==> src/rtl/uart_rx_deframer.sv <==
// UART receive deframer: synchronises and oversamples the serial line, checks parity and stop bit.
// Optional macro UART_RX_MAJORITY_VOTE_EN enables 2-of-3 majority sampling around each sample point.
module uart_rx_deframer #(
    parameter int DATA_WIDTH = 8,
    parameter int OVERSAMPLE = 16
) (
    input  logic                  UCLK,
    input  logic                  reset,
    input  logic                  rx_serial_in,
    input  logic                  parity_enable,
    input  logic                  parity_odd,
    output logic [DATA_WIDTH-1:0] data_out,
    output logic                  data_valid,
    output logic                  parity_error,
    output logic                  framing_error,
    output logic                  busy
);

    localparam int CW = $clog2(OVERSAMPLE);
    localparam int BW = $clog2(DATA_WIDTH) + 1;
    localparam logic [CW-1:0] MID_S = CW'(OVERSAMPLE / 2 - 1);
    localparam logic [CW-1:0] MID_F = CW'(OVERSAMPLE - 1);
    localparam logic [BW-1:0] LAST = BW'(DATA_WIDTH - 1);

    typedef enum logic [2:0] {
        IDLE, START, DATA, PARITY, STOP, BREAK_WAIT
    } state_t;

    state_t                state_q;
    logic                  rx_meta_q, rx_sync_q;
    logic [CW-1:0]         cnt_q;
    logic [BW-1:0]         bit_q;
    logic [DATA_WIDTH-1:0] shift_q;
    logic [DATA_WIDTH-1:0] data_q;
    logic                  pen_q, podd_q, pmis_q;
    logic                  valid_q, perr_q, ferr_q, busy_q;
    logic [CW-1:0]         mid_d;
    logic                  at_pt_d;
    logic                  sample_d;

    assign mid_d   = (state_q == START) ? MID_S : MID_F;
    assign at_pt_d = (cnt_q == mid_d);

    always_ff @(posedge UCLK or negedge reset) begin
        if (!reset) begin
            rx_meta_q <= 1'b1;
            rx_sync_q <= 1'b1;
        end else begin
            rx_meta_q <= rx_serial_in;
            rx_sync_q <= rx_meta_q;
        end
    end

`ifdef UART_RX_MAJORITY_VOTE_EN
    logic [1:0] vote_q;

    always_ff @(posedge UCLK or negedge reset) begin
        if (!reset) begin
            vote_q <= 2'b11;
        end else begin
            if (cnt_q == mid_d - CW'(2)) vote_q[0] <= rx_sync_q;
            if (cnt_q == mid_d - CW'(1)) vote_q[1] <= rx_sync_q;
        end
    end

    assign sample_d = (vote_q[0] & vote_q[1]) |
                      (vote_q[0] & rx_sync_q) |
                      (vote_q[1] & rx_sync_q);
`else
    assign sample_d = rx_sync_q;
`endif

    always_ff @(posedge UCLK or negedge reset) begin
        if (!reset) begin
            state_q <= IDLE;
            cnt_q   <= '0;
            bit_q   <= '0;
            shift_q <= '0;
            data_q  <= '0;
            pen_q   <= 1'b0;
            podd_q  <= 1'b0;
            pmis_q  <= 1'b0;
            valid_q <= 1'b0;
            perr_q  <= 1'b0;
            ferr_q  <= 1'b0;
            busy_q  <= 1'b0;
        end else begin
            valid_q <= 1'b0;
            unique case (state_q)
                IDLE: begin
                    if (!rx_sync_q) begin
                        state_q <= START;
                        cnt_q   <= '0;
                        pen_q   <= parity_enable;
                        podd_q  <= parity_odd;
                        pmis_q  <= 1'b0;
                        busy_q  <= 1'b1;
                    end
                end
                START: begin
                    if (at_pt_d) begin
                        cnt_q <= '0;
                        bit_q <= '0;
                        if (!sample_d) begin
                            state_q <= DATA;
                        end else begin
                            state_q <= IDLE;
                            busy_q  <= 1'b0;
                        end
                    end else begin
                        cnt_q <= cnt_q + 1'b1;
                    end
                end
                DATA: begin
                    if (at_pt_d) begin
                        shift_q <= {sample_d, shift_q[DATA_WIDTH-1:1]};
                        cnt_q   <= '0;
                        bit_q   <= bit_q + 1'b1;
                        if (bit_q == LAST)
                            state_q <= pen_q ? PARITY : STOP;
                    end else begin
                        cnt_q <= cnt_q + 1'b1;
                    end
                end
                PARITY: begin
                    if (at_pt_d) begin
                        pmis_q  <= sample_d ^ (^shift_q) ^ podd_q;
                        cnt_q   <= '0;
                        state_q <= STOP;
                    end else begin
                        cnt_q <= cnt_q + 1'b1;
                    end
                end
                STOP: begin
                    if (at_pt_d) begin
                        data_q  <= shift_q;
                        perr_q  <= pmis_q;
                        ferr_q  <= ~sample_d;
                        valid_q <= 1'b1;
                        cnt_q   <= '0;
                        busy_q  <= ~sample_d;
                        state_q <= sample_d ? IDLE : BREAK_WAIT;
                    end else begin
                        cnt_q <= cnt_q + 1'b1;
                    end
                end
                BREAK_WAIT: begin
                    // A held-low line must not restart a frame until it recovers.
                    if (rx_sync_q) begin
                        state_q <= IDLE;
                        busy_q  <= 1'b0;
                    end
                end
                default: begin
                    state_q <= IDLE;
                    busy_q  <= 1'b0;
                end
            endcase
        end
    end

    assign data_out      = data_q;
    assign data_valid    = valid_q;
    assign parity_error  = perr_q;
    assign framing_error = ferr_q;
    assign busy          = busy_q;

endmodule

==> config.mk <==
export PLATFORM = sky130hd
export DESIGN_NAME = uart_rx_deframer
export DESIGN_NICKNAME = d
export VERILOG_FILES = /design/src/rtl/uart_rx_deframer.sv
export SDC_FILE = /design/constraint.sdc
export NUM_CORES = 1
export LEC_CHECK = 0
export BUFFER_PORTS_ARGS = -buffer_cell sky130_fd_sc_hd__buf_4
export CAP_MARGIN = 5
export CORE_ASPECT_RATIO = 1.75
export CORE_MARGIN = 2
export CORE_UTILIZATION = 30
export CTS_BUF_LIST = sky130_fd_sc_hd__clkbuf_4 sky130_fd_sc_hd__clkbuf_8
export CTS_CLUSTER_DIAMETER = 80
export CTS_CLUSTER_SIZE = 8
export DETAILED_ROUTE_END_ITERATION = 16
export SLEW_MARGIN = 20
export SYNTH_ARGS = -nofsm -noshare
export SYNTH_HDL_FRONTEND = slang
export SYNTH_SLANG_ARGS = --single-unit
==> constraint.sdc <==
create_clock -name UCLK -period 2.36 [get_ports UCLK]
set_input_delay 0.354 -clock UCLK [delete_from_list [all_inputs] [get_ports UCLK]]
set_output_delay 0.354 -clock UCLK [all_outputs]
set_load 0.005 [all_outputs]
== Yosys cells after proc, flatten, opt, wreduce, memory -nomap -nowiden ==
Cells that the tools add are included.
Storage, ports and cells
  output and inout bits: 12
  word-level logic and storage cells: 77
  input port bits: 5
  bits in registers: 36
Cells by class
  add/subtract/negate cells: 2
  equality and inequality tests: 14
  reductions and logical operators: 15
  mux-type cells: 28
  bitwise gates (word level): 4
Operators with widths (count)
  3-bit two-way mux: 9
  4-bit two-way mux: 5
  3-bit one-hot mux with 6 select lines: 1
  4-bit one-hot mux with 2 select lines: 2
  2-bit inequality test (second input constant): 7
  4-bit by 1-bit adder with 4-bit output (second input constant): 2
  1-bit two-way mux: 8
  2-bit AND reduction: 4
  8-bit XOR reduction: 1
  7-bit AND reduction: 1
  3-bit by 2-bit equality test with 1-bit output (second input constant): 2
  3-bit equality test (second input constant): 2
  3-bit AND reduction: 2
  2-bit nonzero test: 3
  1-bit one-hot mux with 5 select lines: 1
  4-bit by 3-bit equality test with 1-bit output (second input constant): 1
  4-bit equality test: 1
  4-bit AND reduction: 1
  4-bit OR reduction: 1
  3-bit by 1-bit equality test with 1-bit output (second input constant): 1
  3-bit logical NOT: 1
  2-bit two-way mux: 1
  1-bit NOT: 2
  1-bit one-hot mux with 2 select lines: 1
  2 further kinds: 3

== Logic depth before layout (Yosys ltp) ==
  depth in word-level cells: 5
  gate-level depth with buffers: 7
  mapped depth without buffers: 6

== Worst setup path after synthesis ==
Ideal clock, no wire load.
  path kind: register to register
  start: register cnt_q[0]
  end: register bit_q[2]
  arrival time: 1599 ps
  clock period less this slack: 1673 ps
  required time: 2286 ps
  setup slack: 687 ps
  stages on the path, launching flop included: 8
  path buffers: 1
  setup time: 74 ps
  cell sequence: dfrtp_1 > ha_1 > nand3_2 > mux2i_2 > nor3b_2 > buf_6 > nand2_1 > o21ai_2
On the way
  longest elaborated chain between the ends: 3
  elaborated cells on any way between the ends: 4
  classes of those cells: eq/ne (3); reduce/logical (1)
RTL lines
  start, declared: RTL line 31  | logic [CW-1:0] cnt_q;
  start signal, assigned: RTL line 111  | cnt_q <= cnt_q + 1'b1;
  start signal, assigned: RTL line 122  | cnt_q <= cnt_q + 1'b1;
  start signal, assigned: RTL line 131  | cnt_q <= cnt_q + 1'b1;
  4-bit equality test *: RTL line 42  | assign at_pt_d = (cnt_q == mid_d);
  2-bit inequality test (no source line)
  3-bit AND reduction (no source line) *
  end signal, assigned: RTL line 118  | bit_q <= bit_q + 1'b1;
  end, declared: RTL line 32  | logic [BW-1:0] bit_q;
Every way passes the cells marked *; elsewhere a longest branch is shown, timed or not.
A chain may end at the register's enable or synchronous reset.

== Worst setup path after layout ==
  start: register cnt_q[0]
  end: register bit_q[3]
The elaborated chain is that of the path after synthesis.

==> run summary <==
Post-CTS timing repair inserted 0 buffers for setup. The core region area is 6133 µm². TritonCTS built the clock tree. The all-layer global routing usage is 12.65%. Summing all multi-input logic gate instances after layout gives 883.3 µm².

The arrival time of the worst setup path came out at 2240 ps. The maximum fanout along the worst path came out at 10. The slew of the pin with the lowest slew margin is 508.1 ps. The multiplexer fraction of the synthesized cell area came out at 7.296%. The async set-or-reset flop fraction in the synthesized netlist is 100.0%. Counting flops and latches in the post-synthesis netlist gives 36. The path class of the tightest hold or removal check is in -> async. The post-synthesis simple-gate area fraction is 17.94%. In this run, post-CTS repair resized a total of 0 instances. The startpoint kind of the worst setup timing path is a register. The total power consumption of the routed design came out at 2172 µW. For this run, design rule violations remaining after detail routing come to 0.

The total number of nets in the final design came out at 213. Counting distinct cell types in the post-synthesis netlist gives 48. The violation count after the first detailed-route iteration came out at 29. Using the TritonRoute via totals, the vias-per-cell ratio works out to 4.941. The kind of critical path is reg -> reg. The worst slack at placement is 373.0 ps. Ranked by total cell area, the synthesized netlist is headed by sky130_fd_sc_hd__dfrtp_1 (46%), sky130_fd_sc_hd__nand2_1 (7.6%), sky130_fd_sc_hd__mux2_2 (6.0%). The flow ran to the end, and the final reports show no timing, DRC or antenna violations. After routing the design area is 2152 µm². The post-route fraction of the period consumed by the critical path is 86.07%. The minimum clock period came out at 2031 ps. Setup repair after global routing left no endpoint under its margin. The commonest cells after synthesis are sky130_fd_sc_hd__nand2_1 (38), sky130_fd_sc_hd__dfrtp_1 (34), sky130_fd_sc_hd__o21ai_0 (12), sky130_fd_sc_hd__a21oi_1 (11).

The category of the worst setup path capture point is a register. Counting every net in the synthesized netlist gives 196. The placed wire-length estimate after detailed placement is 2.950 mm. The initial utilization of the core area, before any placement, comes to 30.48%. The mapped netlist covers 1869 µm². The die span in x came out at 63.67 µm. The share of Yosys cell area claimed by the top area cell type came out at 45.52%. After Yosys synthesis, XOR and XNOR cells account for 4.217% of the synthesized area. The number of max-cap violations came out at 0. The clock passes through at most 2 buffers. The synthesized netlist cell count came out at 189.

The detailed-routing iteration count for the pre-antenna-repair pass is 4. The number of buffers created by CTS came out at 5. The total number of clock tree sinks is 36.

The number of failing setup endpoints in the final timing report is 0. The depth of the CTS H-tree is 2. For the final database, setup skew stands at 4.131 ps. The total inserted antenna cells came out at 0. The sequential fraction of the synthesis area came out at 48.33%.

Summing the areas of all compound-gate instances in the mapped netlist gives 16.47% of the synthesized area. The later-pin clock latency in the skew report is 290 ps. The wire length after detailed routing is 4.014 mm. The area after detailed placement came out at 2056 µm². In the final routed layout, each cell accounts on average for 13.99 µm. Clock-pin slew was measured on the worst setup and hold paths at 80 ps. The placer congestion estimate is 0.8543. The number of nets with antenna violations after routing came out at 0. Of all cell types, the one taking the most synthesized area is sky130_fd_sc_hd__dfrtp_1. Hold timing on the final database bottoms out at a slack of 4.198 ps. The number of top-level pins is 17. The summed negative setup slack over all endpoints is 0 ps. The initial antenna violation count came out at 0. The final-report hold violation count came to 0.

In the synthesized netlist the dominant register cell turns out to be sky130_fd_sc_hd__dfrtp_1. VDD sags by at most 0.4993 mV. Headroom to the max-slew limit came out at 66.00%. The synthesis warning total is 0. The storage element area is 903.4 µm². The die footprint came out at 6903 µm². Among all cell types in the netlist, the one instantiated most often is sky130_fd_sc_hd__nand2_1. The synthesized area per cell is 9.890 µm². The pin count of the biggest net entering global routing is 37.

The total count of max-transition violations in the final report is 0. The via count came out at 1418. The hold buffer count at CTS is 0. The floorplan has 38 rows. From synthesis to final layout, the design area changed by 15.13%. Static timing analysis puts the maximum clock frequency at 492.3 MHz.

By area, the combinational part of the netlist is dominated by simple AND/OR/NAND/NOR gates. The post-layout worst setup margin is 328.7 ps. The die is 108.4 µm tall. Clock tree synthesis selected as its root buffer the cell sky130_fd_sc_hd__clkbuf_8. The number of synthesized flops with an enable pin came out at 0. The final global-route overflow total came out at 0.

In the final layout, the share of cells above drive strength 1 is 23.67%. The number of fillers in the final layout came out at 618. The wire length of the first global-routing pass is 6.658 mm. The analysis attributes to cell leakage a power of 0.0009765 µW. The critical path data required time came out at 2570 ps. Port buffering added 16 buffers. The via count of the first global-routing pass was 1428. Of the total synthesized cell area, the portion taken by full adders, half adders and majority gates is 1.339%.

The power density normalized to cell area is 1009 nW/µm².
-- placed cells by master (no fill, tap or decap), types with 2 or more instances in the layout --
master,instances
sky130_fd_sc_hd__nand3_1,6
sky130_fd_sc_hd__inv_1,3
sky130_fd_sc_hd__o41ai_1,2
sky130_fd_sc_hd__clkbuf_8,6
sky130_fd_sc_hd__o21ai_0,12
sky130_fd_sc_hd__ha_1,2
sky130_fd_sc_hd__xnor2_1,9
sky130_fd_sc_hd__dfstp_2,2
sky130_fd_sc_hd__dfrtp_1,34
sky130_fd_sc_hd__a21boi_0,3
sky130_fd_sc_hd__a31oi_1,4
sky130_fd_sc_hd__buf_4,21
sky130_fd_sc_hd__nor2_1,10
sky130_fd_sc_hd__nand2_1,38
sky130_fd_sc_hd__nor2b_1,2
sky130_fd_sc_hd__mux2_2,10
sky130_fd_sc_hd__a21oi_1,11
-- final cells by class --
| class | count | area share [%] |
|---|---|---|
| sequential | 36 | 41.98 |
| multi-input combinational | 139 | 41.05 |
| timing repair buffer | 21 | 7.326 |
| tap | 80 | 4.651 |
| clock buffer | 6 | 3.837 |
| clock inverter | 2 | 0.6395 |
| inverter | 3 | 0.5233 |
-- sequential cells by signal, indices dropped and copies added, names as in the netlist, 3 cells and up --
register / count
cnt_q: 4
bit_q: 4
data_out: 8
shift_q: 8
state_q: 3
-- power breakdown --
group / switching, µW / total (µW) / internal, µW
combinational: 452 / 816 / 364
clock: 227 / 465 / 239
sequential: 169 / 891 / 723
total: 847 / 2170 / 1330
-- metrics by stage --
stage / utilization, % / cells
final: 35.09 / 287
after CTS: 35.09 / 287
after floorplan: - / 189
after global routing: 35.09 / 287
after detailed placement: 33.52 / 279
after global placement: 33.52 / 279
-- metal layers --
metal  vias to the layer above  global-route usage, %  wire length, µm
li1                        697                      -                -
met1                       676                  13.14             1603
met2                        33                  22.71             2137
met3                        12                  2.081              103
met4                         0                  9.006              169
met5                         -                      0                0
-- critical path: stages, from the launching register on --
cell and delay [ps]:
sky130_fd_sc_hd__dfrtp_1 470, sky130_fd_sc_hd__ha_1 340, sky130_fd_sc_hd__nand3_2 140, sky130_fd_sc_hd__mux2i_2 290
sky130_fd_sc_hd__nor3b_2 260, sky130_fd_sc_hd__buf_4 200, sky130_fd_sc_hd__nand4_1 110, sky130_fd_sc_hd__o21ai_0 150
-- final timing paths --
| check | startpoint | endpoint | slack, ps | cells past startpoint |
|---|---|---|---|---|
| max in group asynchronous | reset | rx_meta_q | 2000 | 1 |
| worst min-delay path | reset | state_q[2] | 4 | 1 |
| worst max-delay path | cnt_q[0] | bit_q[3] | 330 | 7 |
| min in group UCLK | rx_serial_in | rx_meta_q | 170 | 1 |
| worst max register to register | cnt_q[0] | bit_q[3] | 330 | 7 |
| worst min register to register | rx_meta_q | rx_sync_q | 360 | 0 |
-- kinds of logic after synthesis --
| logic type | after synthesis |
|---|---|
| AND/OR/NAND/NOR | 69 |
| AO/OA/AOI/OAI | 47 |
| flip-flops | 36 |
| buffers and inverters | 14 |
| multiplexers | 12 |
| XOR/XNOR | 9 |
| adder cells (fa/ha/maj) | 2 |
No activity file was read; power rests on OpenSTA's default activity.
